**config.mk**
```make
export PLATFORM = sky130hd
export DESIGN_NAME = shift_register_param
export DESIGN_NICKNAME = d
export VERILOG_FILES = /design/src/rtl/shift_register_param.sv
export SDC_FILE = /design/constraint.sdc
export NUM_CORES = 1
export LEC_CHECK = 0
export CAP_MARGIN = 40
export CORE_AREA = 2 2 69 71
export DETAILED_ROUTE_END_ITERATION = 7
export DIE_AREA = 0 0 71 73
export GPL_TIMING_DRIVEN = 1
export PLACE_DENSITY = 0.79
export SLEW_MARGIN = 10
export SYNTH_ARGS = -nofsm -noshare
export SYNTH_HDL_FRONTEND = slang
export SYNTH_SLANG_ARGS = --single-unit
```
**constraint.sdc**
```tcl
create_clock -name clock -period 2.8 [get_ports clock]
set_clock_uncertainty 0.2 [all_clocks]
set_input_delay 0.56 -clock clock [delete_from_list [all_inputs] [get_ports clock]]
set_output_delay 0.56 -clock clock [all_outputs]
set_load 0.02 [all_outputs]
```
**src/rtl/shift_register_param.sv**
```systemverilog
// Parameterised shift/rotate register with immediate single-step operation
// and a multi-step mode that repeats a latched shift/rotate a given number of times.
module shift_register_param #(
    parameter int WIDTH = 24,
    parameter int CNT_W = 5
) (
    input  logic             clock,
    input  logic             reset,
    input  logic [2:0]       control,
    input  logic             msb,
    input  logic             lsb_in,
    input  logic [WIDTH-1:0] parallel_load,
    input  logic [CNT_W-1:0] amount,
    input  logic             start,
    output logic [WIDTH-1:0] parallel_read,
    output logic             lsb,
    output logic             msb_out,
    output logic             busy,
    output logic             done
);

    typedef enum logic [1:0] {
        S_IDLE,
        S_RUN,
        S_DONE
    } state_t;

    typedef enum logic [2:0] {
        OP_SHR   = 3'b000,
        OP_SHL   = 3'b001,
        OP_LOAD  = 3'b010,
        OP_HOLD0 = 3'b011,
        OP_ROR   = 3'b100,
        OP_ROL   = 3'b101,
        OP_ASR   = 3'b110,
        OP_HOLD1 = 3'b111
    } op_t;

    state_t           r_state, w_state_nxt;
    op_t              r_op, w_op_nxt, w_step_op;
    logic [WIDTH-1:0] r_data, w_data_nxt, w_step;
    logic [CNT_W-1:0] r_cnt, w_cnt_nxt;
    logic             w_multi_code;

    // In RUN the latched operation drives the datapath; otherwise the live control does.
    assign w_step_op = (r_state == S_RUN) ? r_op : op_t'(control);

    always_comb begin
        w_step = r_data;
        case (w_step_op)
            OP_SHR:  w_step = {msb, r_data[WIDTH-1:1]};
            OP_SHL:  w_step = {r_data[WIDTH-2:0], lsb_in};
            OP_LOAD: w_step = parallel_load;
            OP_ROR:  w_step = {r_data[0], r_data[WIDTH-1:1]};
            OP_ROL:  w_step = {r_data[WIDTH-2:0], r_data[WIDTH-1]};
            OP_ASR:  w_step = {r_data[WIDTH-1], r_data[WIDTH-1:1]};
            default: w_step = r_data;
        endcase
    end

    always_comb begin
        w_multi_code = 1'b0;
        case (op_t'(control))
            OP_SHR, OP_SHL, OP_ROR, OP_ROL, OP_ASR: w_multi_code = 1'b1;
            default:                                w_multi_code = 1'b0;
        endcase
    end

    always_comb begin
        w_state_nxt = r_state;
        w_op_nxt    = r_op;
        w_cnt_nxt   = r_cnt;
        w_data_nxt  = r_data;
        case (r_state)
            S_IDLE: begin
                if (start && w_multi_code) begin
                    w_op_nxt    = op_t'(control);
                    w_cnt_nxt   = amount;
                    w_state_nxt = (amount == '0) ? S_DONE : S_RUN;
                end else begin
                    w_data_nxt = w_step;
                end
            end
            S_RUN: begin
                w_data_nxt = w_step;
                // Count stops at 1: that step is the last one.
                if (r_cnt <= CNT_W'(1)) begin
                    w_state_nxt = S_DONE;
                end else begin
                    w_cnt_nxt = r_cnt - CNT_W'(1);
                end
            end
            S_DONE: begin
                w_state_nxt = S_IDLE;
            end
            default: begin
                w_state_nxt = S_IDLE;
            end
        endcase
    end

    always_ff @(posedge clock) begin
        if (reset) begin
            r_state <= S_IDLE;
            r_op    <= OP_SHR;
            r_cnt   <= '0;
            r_data  <= '0;
        end else begin
            r_state <= w_state_nxt;
            r_op    <= w_op_nxt;
            r_cnt   <= w_cnt_nxt;
            r_data  <= w_data_nxt;
        end
    end

    assign parallel_read = r_data;
    assign lsb           = r_data[0];
    assign msb_out       = r_data[WIDTH-1];
    assign busy          = (r_state == S_RUN);
    assign done          = (r_state == S_DONE);

endmodule
```
# == After elaboration in Yosys (flattened, before gate mapping) ==
# Cells that the tools add are included.
# totals
reg_bits,34
wordCells,44
output_inout_bits,28
in_bits,37
# op_classes
n_mux,12
magnitude_cmp,1
n_eq_ne,15
n_reduce_logical,11
n_addsub,1
# ops
op,count
24-bit case mux with 6 select lines,1
24-bit case mux with 2 select lines,1
24-bit 2-to-1 mux,1
3-bit equality test (second input constant),6
5-bit 2-to-1 mux,2
5-bit case mux with 2 select lines,1
3-bit by 1-bit equality test with 1-bit output (second input constant),2
3-bit zero test,2
2-bit 2-to-1 mux,3
2-bit inequality test (second input constant),3
2-bit AND reduction,3
5-bit by 1-bit less-or-equal comparator with 1-bit output (second input constant),1
5-bit zero test,1
5-bit OR reduction,1
5-bit by 1-bit subtractor with 5-bit output (second input constant),1
2-bit case mux with 2 select lines,1
3-bit by 2-bit equality test with 1-bit output (second input constant),1
3-bit 2-to-1 mux,1
3-bit AND reduction,1
2-bit by 1-bit equality test with 1-bit output (second input constant),1
2-bit equality test (second input constant),1
2-bit zero test,1
2-bit by 1-bit inequality test with 1-bit output (second input constant),1
2-bit nonzero test,1
2 further kinds,2

# == Longest topological paths before layout ==
# Gate-level depths: netlist (run 1).
# logic_depth
depth_word,6
mapped_depth,8
mapped_depth_nobuf,7

# == Least setup slack after synthesis (run 1) ==
# Ideal clock, no wire load.
# synth_path
path_kind,input -> register
start,input control[0]
end,register r_cnt[0]
cell_stages,6
t_arrival_ps,1964
path_slack_ps,561
path_buffers,1
required_ps,2526
setup_ps,74
cell_sequence,buf_6 > nand2b_4 > a2111oi_4 > nor2_4 > or3_1 > a31oi_1
# synth_between
elab_chain_cells,6
elab_cells_between_ends,10
cone_classes,eq/ne: 5; mux: 1; reduce/logical: 4
# synth_rtl
item,line,source
start: declaration,9,"input logic [2:0] control,"
"3-bit by 1-bit equality test with 1-bit output, or another cell as far along",63,case (op_t'(control))
5-bit OR reduction *,63,
1-bit 2-to-1 mux *,63,
1-bit logical AND *,76,if (start && w_multi_code) begin
2-bit inequality test (no line) *,-,
3-bit AND reduction (no line) *,-,
end signal: assignment,111,r_cnt <= w_cnt_nxt;
end: declaration,42,"logic [CNT_W-1:0] r_cnt, w_cnt_nxt;"
# Every way passes the cells marked *; elsewhere a longest branch is shown, timed or not.
# A chain may end at the register's enable or synchronous reset.

# == Final worst setup path (run 1) ==
# layout_path
start,register r_state[1]
end,output busy
# layout_between
elab_chain_cells,1
# layout_rtl
item,line,source
start: declaration,39,"state_t r_state, w_state_nxt;"
start signal: assignment,109,r_state <= w_state_nxt;
2-bit by 1-bit equality test with 1-bit output,119,assign busy = (r_state == S_RUN);
end: declaration,18,"output logic busy,"
# No other way between the ends.

==> results of run 1 <==
==> area by class of cell <==
cell class	instances	area share
multi-input combinational	173	0.4187
timing repair buffer	74	0.2710
sequential	34	0.2449
clock buffer	7	0.03107
tap	54	0.02431
inverter	6	0.008104
clock inverter	1	0.001801
==> sequential cells by signal (all words and copies together) (netlist names) <==
signal	cells
parallel_read	24
r_cnt	5
r_op	3
r_state	2
==> where the power goes <==
part	leakage [nW]	switching [mW]	internal (mW)
clock	0.0482	0.174	0.198
sequential	0.280	0.0681	0.547
combinational	0.699	0.281	0.289
==> worst paths after layout <==
path                                              start                       endpoint  slack (ns)  cells after the start
worst max register to register  r_state[1]$_SDFFE_PP0P_  parallel_read[5]$_SDFFE_PP0P_        0.49                      7
worst max-delay path            r_state[1]$_SDFFE_PP0P_                           busy        0.44                      3
worst min register to register    r_cnt[3]$_SDFFE_PP0P_          r_cnt[3]$_SDFFE_PP0P_        0.30                      2
worst min-delay path              r_cnt[3]$_SDFFE_PP0P_          r_cnt[3]$_SDFFE_PP0P_        0.30                      2
==> kinds of logic (layout without fill, tap and decap cells) <==
kind of cell	count (synthesis)	in the layout	synth area share
flip-flops	34	34	0.3415
buffers and inverters	29	88	0.07470
AO/OA/AOI/OAI	79	79	0.3101
adder cells (fa/ha/maj)	2	2	0.01255
multiplexers	8	8	0.04080
AND/OR/NAND/NOR	84	84	0.2203
==> per-layer routing <==
layer	up-vias	wire, um
li1	996	-
met1	913	2400
met2	63	2531
met3	5	238
met4	0	47
met5	-	0
==> worst max-delay path: cells and delay by family (launching register included) <==
family	cells	cell delay [ns]
DFF	1	0.49
and+or+nand+nor	1	0.21
buffers and inverters	2	0.60
==> synth_stat cells, types with 4 or more instances <==
cell type,n
sky130_fd_sc_hd__a31oi_1,4
sky130_fd_sc_hd__and2_1,22
sky130_fd_sc_hd__a211oi_1,25
sky130_fd_sc_hd__dfxtp_1,34
sky130_fd_sc_hd__clkbuf_1,9
sky130_fd_sc_hd__mux2i_1,7
sky130_fd_sc_hd__nand2b_1,4
sky130_fd_sc_hd__buf_4,5
sky130_fd_sc_hd__nor3_1,6
sky130_fd_sc_hd__nor2_1,34
sky130_fd_sc_hd__inv_1,6
sky130_fd_sc_hd__nand2_1,6
sky130_fd_sc_hd__a21oi_1,10
sky130_fd_sc_hd__buf_2,4
sky130_fd_sc_hd__a221oi_1,22
==> cells in the final DEF (no fill, tap or decap), types with 3 or more instances in the layout <==
master                            count
sky130_fd_sc_hd__a31oi_1              4
sky130_fd_sc_hd__buf_12               3
sky130_fd_sc_hd__buf_4                7
sky130_fd_sc_hd__mux2i_1              7
sky130_fd_sc_hd__nor2_1              34
sky130_fd_sc_hd__nand2b_1             4
sky130_fd_sc_hd__clkbuf_8             6
sky130_fd_sc_hd__dfxtp_1             34
sky130_fd_sc_hd__nor3_1               6
sky130_fd_sc_hd__nand2_1              6
sky130_fd_sc_hd__a21oi_1             10
sky130_fd_sc_hd__a221oi_1            22
sky130_fd_sc_hd__a211oi_1            25
sky130_fd_sc_hd__and2_1              22
sky130_fd_sc_hd__inv_1                6
sky130_fd_sc_hd__clkdlybuf4s50_1     64
==> results, run 1 <==
- The flow ran to the end, and the final reports show no timing, DRC or antenna violations.
- In this run the mean area of a mapped cell was 8.446 um2.
- Summed over all instances, the cell type with the most area after synthesis is sky130_fd_sc_hd__dfxtp_1.
- Of the post-synthesis cell area, the dominant cell type holds 0.3415.
- The critical path goes through nand2b_1, inv_1, clkdlybuf4s50_1.
- The tree built by TritonCTS fans out to 34 sinks.
- Setup repair after global routing left no endpoint under its margin.
- The critical path launch point type is a register.
- The post-synthesis register bit count is 34.
- In the final layout, the multi-input gates occupy 1164 um2.
- The worst path arrival time is about 1.6 ns.
- The delay of the slowest critical-path stage is between 0.5 and 0.6 ns.
- Gates resized during post-CTS repair numbered 0.
- For this run, the number of standard cells in the final layout without fillers is 349.
- The clock period minus final worst setup slack is 2.356 ns.
- The number of levels the H-tree was split into is 2.
- Dividing total power by cell area gives a power density of approximately 560 nW/um2.
- Once the clock tree was built, the setup fixing pass inserted 0 buffers.
- The hold violation count in the final report came to 0.
- The total number of vias is roughly 2000.
- The start-to-end type of the worst setup path is register to primary output.
- The violation count after the first detailed-route iteration is 178.
- The data required time of the worst path is about 2 ns.
- The wire length after detailed routing is around 5.2 mm.
- The clock tree root driver cell is sky130_fd_sc_hd__clkbuf_8.
- The initial standard-cell utilization of the core is 0.4394.
- The number of placed instances, taps included is ~340.
- The number of CTS-inserted buffers is 5.
- Power comes to around 1.6 mW.
- The number of maximum-capacitance violations is 0.
- The area growth from synthesis to layout is 39.42%.
- The endpoint type of the worst setup path is a primary output.
- In the routed design, unresolved DRC markers number 0.
- The clock-pin slew of the registers on the worst-case setup and hold paths is ~0.060 ns.
- The post-synthesis instance total is approximately 240.
- TritonCTS built the clock tree.
- After global routing the overflow that remains totals 0.
- VDD sags by at most between 0.0002 and 0.00025 V.
- The final instance area is 2779 um2.
- Using the TritonRoute via totals, the vias-per-cell ratio works out to between 5 and 6.
- The final number of max-transition violations is 0.
- The filler cells instantiated in the layout total about 400.
- The worst pin sits at a relative slew slack of 0.6765.
- At the placement stage, the worst setup path has a slack of 0.1667 ns.
- In the post-route analysis, the smallest setup slack over all paths is around 0.44 ns.
- The worst hold slack is slightly below 0.3 ns.
- Entering global routing, the biggest net connects between 40 and 50 pins.
- 0 antenna diodes ended up in the layout.
- The largest individual stage delay along the critical path comes from the cell sky130_fd_sc_hd__clkdlybuf4s50_1.
- Setup total negative slack on the finished layout was measured at 0 ns.
- The number of synthesized flops with an enable pin is 0.
- The floorplan has 25 rows.
- 65 I/O pins were placed.
- For this run, the detailed router's first-pass iteration total came to 4.
- Setup violations remaining at the end of the flow were counted as 0.
- The chip height is ~73 um.
- The first global-routing pass estimated between 8 and 9 mm of wire.
- The via count of the first global-routing pass was between 1500 and 2000.
- The floorplan step defined a die boundary enclosing around 5200 um2.
- At the pin with the least slew margin, the transition time is between 0.4 and 0.5 ns.
- The largest driver fanout on the critical path is 8.
- The wire length per cell after detailed routing is about 15 um.
- Of the synthesized area, sequential elements account for 0.3415.
- For this run, the number of Yosys warnings is 0.
- The post-place instance area is ~2700 um2.
- The region available for standard cell placement spans 4536 um2.
- The count of unique library cells instantiated by Yosys is 43.
- For this design, the CTS-stage hold fixing added 0 buffers.
- For this run, the share of the core covered by cells in the final layout is 0.6127.
- The number of nets in the synthesized netlist is roughly 280.
- Port buffering added between 60 and 70 buffers.
- The sequential standard cell area is 680.7 um2.
- The met2 routing resource usage after global routing is 0.3468.
- The most used flip-flop cell after synthesis is sky130_fd_sc_hd__dfxtp_1.
- The number of antenna violations at the first check in global routing is 0.
- The post-route antenna net violation count is 0.
- The global placement routability congestion is 0.8409.
- The post-route clock period utilization is 0.8414.
- Across every metal layer, demand over resource in global routing totals 0.2006.
- The HPWL after detailed placement is roughly 3.7 mm.
- Summed over all cells, the static leakage comes to 1.027 nW.
- The path class of the tightest hold or removal check is register to register.
- The proportion of layout cells with a drive suffix above 1 is 0.08136.
- For this run, global-route usage on met3 was measured as 0.03867.
- The most used routing layer in global routing is met2.
- In the synthesized netlist the async set-or-reset flop fraction comes to 0.
- The met1 usage in global routing is 0.2530.
- Summing every instance area after synthesis gives 1993 um2.
- In the post-synthesis netlist, the biggest area contributors are sky130_fd_sc_hd__dfxtp_1 34%, sky130_fd_sc_hd__a221oi_1 9.7%, sky130_fd_sc_hd__a211oi_1 9.4%, sky130_fd_sc_hd__and2_1 6.9%, sky130_fd_sc_hd__nor2_1 6.4%.
- At the end of the flow, the number of nets in the layout was 333.
- The longest clock path from root to sink contains 2 buffers.
- Based on the critical path, the design can be clocked at up to 424.4 MHz.
- The die width is around 70 um.
- The clock network latency to the later pin of the worst-skew pair is around 0.29 ns.
Note: power is estimated with default switching activity, not from simulation.
==> run 2, diff against run 1 <==
CORE_AREA = 2 2 72 74   (was 2 2 69 71)
DIE_AREA = 0 0 74 76   (was 0 0 71 73)
PLACE_DENSITY = 0.76   (was 0.79)
clock period = 2 ns   (was 2.8 ns; I/O delays follow)
==> run 2 against run 1 <==
Clock-buffer cell count down 1. First-iteration DRC count decreased by 13%. Via count increased by 6.0%. Clock power up 41%. Flip-flop and latch count is the same. Critical path type is now register to register. Largest cell class unchanged.
==> results, run 2 (synthesis results as in run 1) <==
- The area growth from synthesis to layout is 50.66%.
- The overall die area is 5624 um2 (+8.5%).
- The chip height came to 76 um (+4.1%).
- The final standard cell utilization of the core is 0.6113 (-0.001381).
- The wire length per cell after detailed routing was 14.30 um (-4.3%).
- The via count of the first global-routing pass is 1934 (+6.9%).
- The global placement routability congestion is 0.8455 (+0.55%).
- Traced cell by cell, the critical path runs through buf_4, nor4bb_4, a31oi_1, o21a_2, buf_12, a221oi_1, a211oi_1.
- The final setup violation count is 0 (unchanged).
- The number of nets in the layout is 351 (+5.4%).
- The area of the placeable core came to 4912 um2 (+8.3%).
- The clock tree root driver cell is sky130_fd_sc_hd__clkbuf_8.
- The critical path's slowest cell is sky130_fd_sc_hd__nor4bb_4.
- The largest vdd supply drop is 0.0003840 V (+67%).
- The delay of the slowest critical-path stage is 0.33 ns (-0.20 ns).
- The die width came to 74 um (+4.2%).
- The post-layout worst setup margin is 0.07044 ns (-0.3735 ns).
- STA classifies the critical path endpoint as a register.
- The number of port buffers is 64 (unchanged).
- The number of rows created at floorplan is 26 (+4.0%).
- The half-perimeter wire length after placement came to 3.808 mm (+4.3%).
- The clock-pin slew of the registers on the worst-case setup and hold paths is 0.07 ns (about the same).
- The filler-free cell count of the finished design is 383 (+9.7%).
- The leakage power of the design is 1.138 nW (+11%).
- The total number of vias is 2095 (+6.0%).
- The post-route clock period utilization is 0.9648.
- The wire length of the first global-routing pass was 9.190 mm (+9.7%).
- The number of placed instances, taps included is 373 (+9.4%).
- The final number of max-transition violations came to 0 (unchanged).
- The post-route antenna net violation count came to 0 (unchanged).
- The number of flip-flops under the largest register name was 24 (unchanged).
- The sum of negative setup slack is 0 ns (unchanged).
- The largest driver fanout on the critical path came to 16 (+8).
- The CTS sink count is 34 (unchanged).
- The highest clock frequency the design can meet is 518.3 MHz.
- The count of TritonRoute iterations in the first routing pass is 4 (unchanged).
- The data required time of the worst path is 1.97 ns (-0.07 ns).
- The total DRC errors in the routed layout is 0 (unchanged).
- The worst path arrival time is 1.90 ns (+0.30 ns).
- In the layout the commonest cells are 59 x sky130_fd_sc_hd__clkdlybuf4s50_1, 34 x sky130_fd_sc_hd__nor2_1, 33 x sky130_fd_sc_hd__dfxtp_1.
- The via-per-instance ratio is 5.470 (-3.4%).
- The hold violation count in the final report is 0 (unchanged).
- The start-to-end type of the worst setup path is register to register.
- The total power of the final layout is 2.252 mW (+45%).
- The number of antenna cells inserted was 0 (unchanged).
- The worst setup slack before clock tree synthesis is -0.4003 ns (-0.5670 ns).
- The TritonCTS clock tree is yes.
- The classification of the worst-slack hold path is register to register.
- The final instance area is 3003 um2 (+8.1%).
- The flow ran to the end, and the final reports show no timing, DRC or antenna violations.
- The clock network latency to the later pin of the worst-skew pair is 0.28 ns (about the same).
- The largest net degree at the start of global routing is 45 (-4.3%).
- The initial standard-cell utilization of the core is 0.4058 (-0.03369).
- The wire length after detailed routing is 5.477 mm (+5.0%).
- The number of antenna violations at the first check in global routing is 0 (unchanged).
- The total grt overflow is 0 (unchanged).
- The worst hold slack is 0.3049 ns (+0.006833 ns).
- The clock tree buffer depth is 2 (unchanged).
- The pin slew with the least headroom to its limit is 0.3976 ns (-0.07550 ns).
- The number of levels the H-tree was split into came to 2 (unchanged).
- The power per cell area was 750.0 nW/um2 (+34%).
- The violation count after the first detailed-route iteration was 154 (-13%).
- Setup repair after global routing could not meet its margin everywhere.
- The proportion of layout cells with a drive suffix above 1 is 0.1661 (+0.08478).
- The worst-case headroom to the max-slew limit came to 0.7281 (+0.05163).
- Leaving out fill and tap cells, the most frequent cell in the layout is sky130_fd_sc_hd__clkdlybuf4s50_1.
- The worst setup path is launched from a register.
- The boundary pin count is 65 (unchanged).
- The number of maximum-capacitance violations was 0 (unchanged).
- The smallest clock period supported by the final layout is computed as slightly below 2 ns.
- The overall track demand over capacity in global routing came to 0.2027 (+0.002151).
- The number of CTS-inserted buffers is 5 (unchanged).
- The post-place instance area is 2848 um2 (+6.0%).
- The number of filler instances in the final layout is 438 (+12%).
==> run 2: area by class of cell <==
class | instances | area (um2) | share of cell area
multi-input combinational | 174 | 1225 | 0.4079
timing repair buffer | 91 | 890.9 | 0.2967
sequential | 34 | 681.9 | 0.2271
tap | 70 | 87.58 | 0.02917
clock buffer | 6 | 82.58 | 0.02750
inverter | 6 | 22.52 | 0.007500
clock inverter | 2 | 12.51 | 0.004167
==> run 2: per-layer routing <==
layer  share of wire  up-vias  GRT usage
li1                -     1040          -
met1            0.46      991     0.2763
met2            0.48       56     0.3259
met3           0.049        8    0.03307
met4           0.015        0    0.06000
met5               0        -          0
==> run 2: worst max-delay path, delay by kind of cell, from the launching register on <==
family,cells,cell delay [ns]
buf+inv,2,0.31
flops,1,0.31
simple gates,1,0.33
compound gates,4,0.67
==> run 2: where the power goes <==
part,internal (mW),switching (mW)
Sequential,0.765,0.0957
Clock,0.276,0.249
Combinational,0.450,0.415
==> run 2: worst paths after layout <==
check	to	slack (ns)	cells past startpoint	start
worst max-delay path	parallel_read[19]$_SDFFE_PP0P_	0.07	7	r_state[1]$_SDFFE_PP0P_
worst min-delay path	r_cnt[4]$_SDFFE_PP0P_	0.30	2	r_cnt[4]$_SDFFE_PP0P_
worst max register to register	parallel_read[19]$_SDFFE_PP0P_	0.07	7	r_state[1]$_SDFFE_PP0P_
worst min register to register	r_cnt[4]$_SDFFE_PP0P_	0.30	2	r_cnt[4]$_SDFFE_PP0P_
==> run 2: timing repair <==
item / 4_1_cts / 5_1_grt
setup buffers: 0 / 1
hold buffers: 0 / 0
setup endpoints to repair: 29 / 31
cloned: 1 / 0
resized for setup: 7 / 8
pin swaps: 0 / 2
==> variant 1 (config.mk and constraints of run 1) <==
Encoding of `state_t`: now one-hot (3 bits for 3 states).
--- a/src/rtl/shift_register_param.sv
+++ b/src/rtl/shift_register_param.sv
@@ -19,10 +19,10 @@
     output logic             done
 );
 
-    typedef enum logic [1:0] {
-        S_IDLE,
-        S_RUN,
-        S_DONE
+    typedef enum logic [2:0] {
+        S_IDLE = 3'b001,
+        S_RUN  = 3'b010,
+        S_DONE = 3'b100
     } state_t;
 
     typedef enum logic [2:0] {
Check against the original RTL: no difference found for any inputs over 10 cycles, from zero or initial values and one cycle with reset high; not proved beyond that.
==> variant 1 against run 1 <==
Sequential power is 27% higher; worst setup slack lost 0.26 ns; synthesized cell count up 17%; hold slack better by 0.022 ns; total power is 46% higher; area after synthesis is 8.5% higher; cell area is 3.1% higher; sequential cell count rose by 1; wire length grew 15%; largest cell class unchanged; largest power group is now combinational cells; highest routed layer unchanged.
==> variant 1: results (changes against run 1) <==
* Hold_ws at 0.320 ns (+0.0218 ns)
* Leak Pwr at 0.000985 uW (-4.1%)
* Max H-tree Level at 2 (unchanged)
* Worst Reg-to-Reg Cells at 5 (-2)
* Asr flop ratio synth at 0% (unchanged)
* GRT Util Overall at 24.0% (+3.9 points)
* WL met1 at 2570 um (+7.0%)
* CTS root buffer: clkbuf_8
* R2R Path End: parallel_read[22]
* Layout cells sized above 1 at 9.31% (+1.2 points)
* Layout Cells excl Fill at 387 (+11%)
* Largest cells by area after synthesis: dfxtp_1, a311oi_1, a21oi_1
* Synth top cells by count: nor2_1, dfxtp_1, nand2_1, a21oi_1, o21ai_0
* CP Max Fanout at 16 (+8)
* Routed wire per std cell at 15.5 um (+3.8%)
* Starting DRT DRC Count at 300 (+69%)
* Worst Hold Endpoint: parallel_read[7]
* Worst vdd ir at 449 uV (+95%)
* Area post-placement at 2780 sq um (+3.4%)
* Worst-Margin Slew at 0.775 ns (+0.302 ns)
* Met3 usage at 4.70% (+0.83 points)
* Fin worst setup slack at 0.180 ns (-0.264 ns)
* Synth cell types at 45 (+4.7%)
* Num CTS Buffers at 5 (unchanged)
* Number of global-route vias before repair at 2144 (+18%)
* Crit path to: busy
* Reg clk slew, reported paths at 0.08 ns (+0.02 ns)
* Clk pwr share at 15.8% (-8.1 points)
* Initial antenna violation count at 0 (unchanged)
* Reg2reg setup slack at 0.23 ns (-0.26 ns)
* Clock group power at 359 uW (-3%)
* Slowest cell on crit path: clkdlybuf4s50_1
* Nets@finish at 371 (+11%)
* First-pass GRT wire length at 9970 um (+19%)
* Syn avg cell area at 7.81 sq um (-7.6%)
* Post-synthesis sequential area ratio at 32.4% (-1.7 points)
* Fillers at 405 (+3.8%)
* Yosys warnings at 0 (unchanged)
* Worst hold path type: flop to flop
* Dpl cells at 379 (+11%)
* Pin count of the biggest net entering global routing at 25 (-47%)
* Detail-routed via count per cell at 5.92 (+4.5%)
* Post-CTS sizing at 0 (unchanged)
* Met2 wire len at 2850 um (+13%)
* Slowest cell delay on critical path at 0.61 ns (+0.08 ns)
* Combinational power share at 50.1% (+14 points)
* DP Wirelength at 4240 um (+16%)
* Post-synth net total at 316 (+15%)
* Sw power at 952 uW (+82%)
* Clk Latency, worst-skew pair at 0.29 ns (about the same)
* Met1 usage at 31.7% (+6.4 points)
* Final GP Congestion at 0.854 (+1.6%)
* Hold path start: parallel_read[8]
* Status: finished, final reports clean
* Wire length on met3 at 492 um (+110%)
* Worst Path Arrival at 1.86 ns (+0.26 ns)
* TritonRoute pass-1 iters at 5 (+1)
* Area of the multi-input gates at 1260 sq um (+8.2%)
* GR Layer Usage met2 at 38.9% (+4.3 points)
* Diode count at 0 (unchanged)
==> variant 1: cell types whose count changed in the layout (fill, tap and decap cells not counted), sizes merged, moves of 3 or more <==
cell | before | now
a211oi | 25 | 4
o21ai | 1 | 35
and2 | 22 | 1
a221oi | 22 | 0
o21a | 3 | 0
a21oi | 10 | 33
nor3 | 6 | 2
a311oi | 0 | 23
nand2 | 6 | 33
==> variant 1: kinds of logic after synthesis <==
| group | Yosys count | share of synthesized area [%] |
|---|---|---|
| adder cells (fa/ha/maj) | 2 | 1.16 |
| AND/OR/NAND/NOR | 95 | 20.1 |
| buffers and inverters | 31 | 9.37 |
| flip-flops | 35 | 32.4 |
| XOR/XNOR | 1 | 0.405 |
| AO/OA/AOI/OAI | 106 | 33.3 |
| multiplexers | 7 | 3.30 |
==> variant 1: area by class of cell <==
class                      instances  share of cell area (%)
clock buffer                       6                    2.53
clock inverter                     2                   0.437
inverter                           7                    1.35
multi-input combinational        211                    43.9
sequential                        35                    24.5
tap                               54                    2.36
timing repair buffer              72                    24.9
==> variant 2 (config.mk and constraints of run 1) <==
Without the edit above. Set the parameter `CNT_W` to 6 (it was 5).
--- a/src/rtl/shift_register_param.sv
+++ b/src/rtl/shift_register_param.sv
@@ -2,7 +2,7 @@
 // and a multi-step mode that repeats a latched shift/rotate a given number of times.
 module shift_register_param #(
     parameter int WIDTH = 24,
-    parameter int CNT_W = 5
+    parameter int CNT_W = 6
 ) (
     input  logic             clock,
     input  logic             reset,
Interface: changed (resized amount); port bits go from 65 to 66. No check against the original RTL was run, so the function may have changed too.
==> variant 2 against run 1 <==
Cell area fell by 2.9%; critical path type unchanged; hold slack got worse by 0.0079 ns; total power fell by 0.39%; wire length rose by 3.5%; first-iteration DRC count rose by 61%; sequential cell count rose by 1; area after synthesis fell by 4.4%; worst setup slack got worse by 0.26 ns.
==> variant 2: results (changes against run 1) <==
* Starting DRT DRC Count at 286 (+61%)
* Worst Reg-to-Reg Cells at 6 (-1)
* Slowest cell on crit path: dfxtp_1
* Met3 usage at 5.11% (+1.2 points)
* Fraction of area in registers at 26.0% (+1.5 points)
* DP Wirelength at 3760 um (+3.0%)
* Syn avg cell area at 8.29 sq um (-1.9%)
* Final GP Congestion at 0.818 (-2.7%)
* Clock buffer depth at 2 (unchanged)
* Port Buffers at 65 (+1.6%)
* Count of multi-input gates at 168 (-2.9%)
* Clock buffers and inverters, area share at 3.43% (+0.15 points)
* Layout cells sized above 1 at 9.28% (+1.1 points)
* Met1 usage at 25.8% (+0.47 points)
* Reg2reg setup slack at 0.36 ns (-0.13 ns)
* Slowest cell delay on critical path at 0.59 ns (+0.06 ns)
* Status: finished, final reports clean
* Post-synth net total at 270 (-1.8%)
* Leak Pwr at 0.000960 uW (-6.6%)
* Met2 wire len at 2630 um (+3.9%)
* Nets@finish at 330 (-0.90%)
* TritonRoute pass-1 iters at 5 (+1)
* Number of global-route vias before repair at 1819 (+0.50%)
* First-pass GRT wire length at 8570 um (+2.3%)
* Fillers at 421 (+7.9%)
* Inverter count at 7 (+1)
* Dpl cells at 337 (-1.2%)
* #FFs+latches synth at 35 (+2.9%)
* GRT Util Overall at 20.6% (+0.50 points)
* Worst vdd ir at 350 uV (+52%)
* Post-synthesis sequential area ratio at 36.8% (+2.6 points)
* WL met1 at 2340 um (-2.3%)
* Multi-input combinational area share at 40.3% (-1.6 points)
* R2R Path End: parallel_read[19]
* Hold_ws at 0.290 ns (-0.00786 ns)
* Layout Cells excl Fill at 345 (-1.1%)
* CP Max Fanout at 10 (+2)
* Largest cells by area after synthesis: dfxtp_1, a222oi_1, a21oi_1
* Final WL at 5400 um (+3.5%)
* FF/Latch Area at 701 sq um (+2.9%)
* Buffer share of cell area at 26.8% (-0.30 points)
* Area post-placement at 2610 sq um (-3.1%)
* Wire length on met3 at 342 um (+44%)
* Via Count at 2074 (+4.9%)
* Worst-Margin Slew at 0.803 ns (+0.330 ns)
* Synth cell types at 46 (+7.0%)
* Worst Path Arrival at 1.86 ns (+0.26 ns)
* Worst hold path type: flop to flop
* Pre-CTS setup slack at 0.0899 ns (-0.0768 ns)
* Synth top cells by count: dfxtp_1, a21oi_1, o21ai_0, a222oi_1, nand2_1
* Reg clk slew, reported paths at 0.08 ns (+0.02 ns)
## variant 2: power breakdown
group	switching, uW	internal [uW]
Sequential	74.3	561
Combinational	267	270
Clock	202	178
## variant 2: worst max-delay path by stage
stage | startpoint | slack, ns | end
4_1_cts | r_state[1] | 0.20 | busy
5_1_grt | r_state[1] | 0.09 | parallel_read[22]
2_1_floorplan | control[1] | 0.66 | parallel_read[11]
3_3_place_gp | control[0] | 0.14 | parallel_read[0]
6_report | r_state[1] | 0.18 | busy
3_5_place_dp | control[0] | 0.09 | parallel_read[16]
## variant 2: logic make-up (layout without fill, tap and decap cells)
family / count (synthesis) / after routing / share of synthesized area [%]
AOI/OAI and AO/OA: 100 / 100 / 35.5
DFF: 35 / 35 / 36.8
adders and majority gates: 2 / 2 / 1.31
and+or+nand+nor: 61 / 61 / 16.7
muxes: 5 / 5 / 2.95
buffers and inverters: 27 / 88 / 6.70
## variant 2: worst min-delay path: stages (launching register included)
cell	delay (ns)
dfxtp_1	0.32
o21ai_0	0.07
a21oi_1	0.06
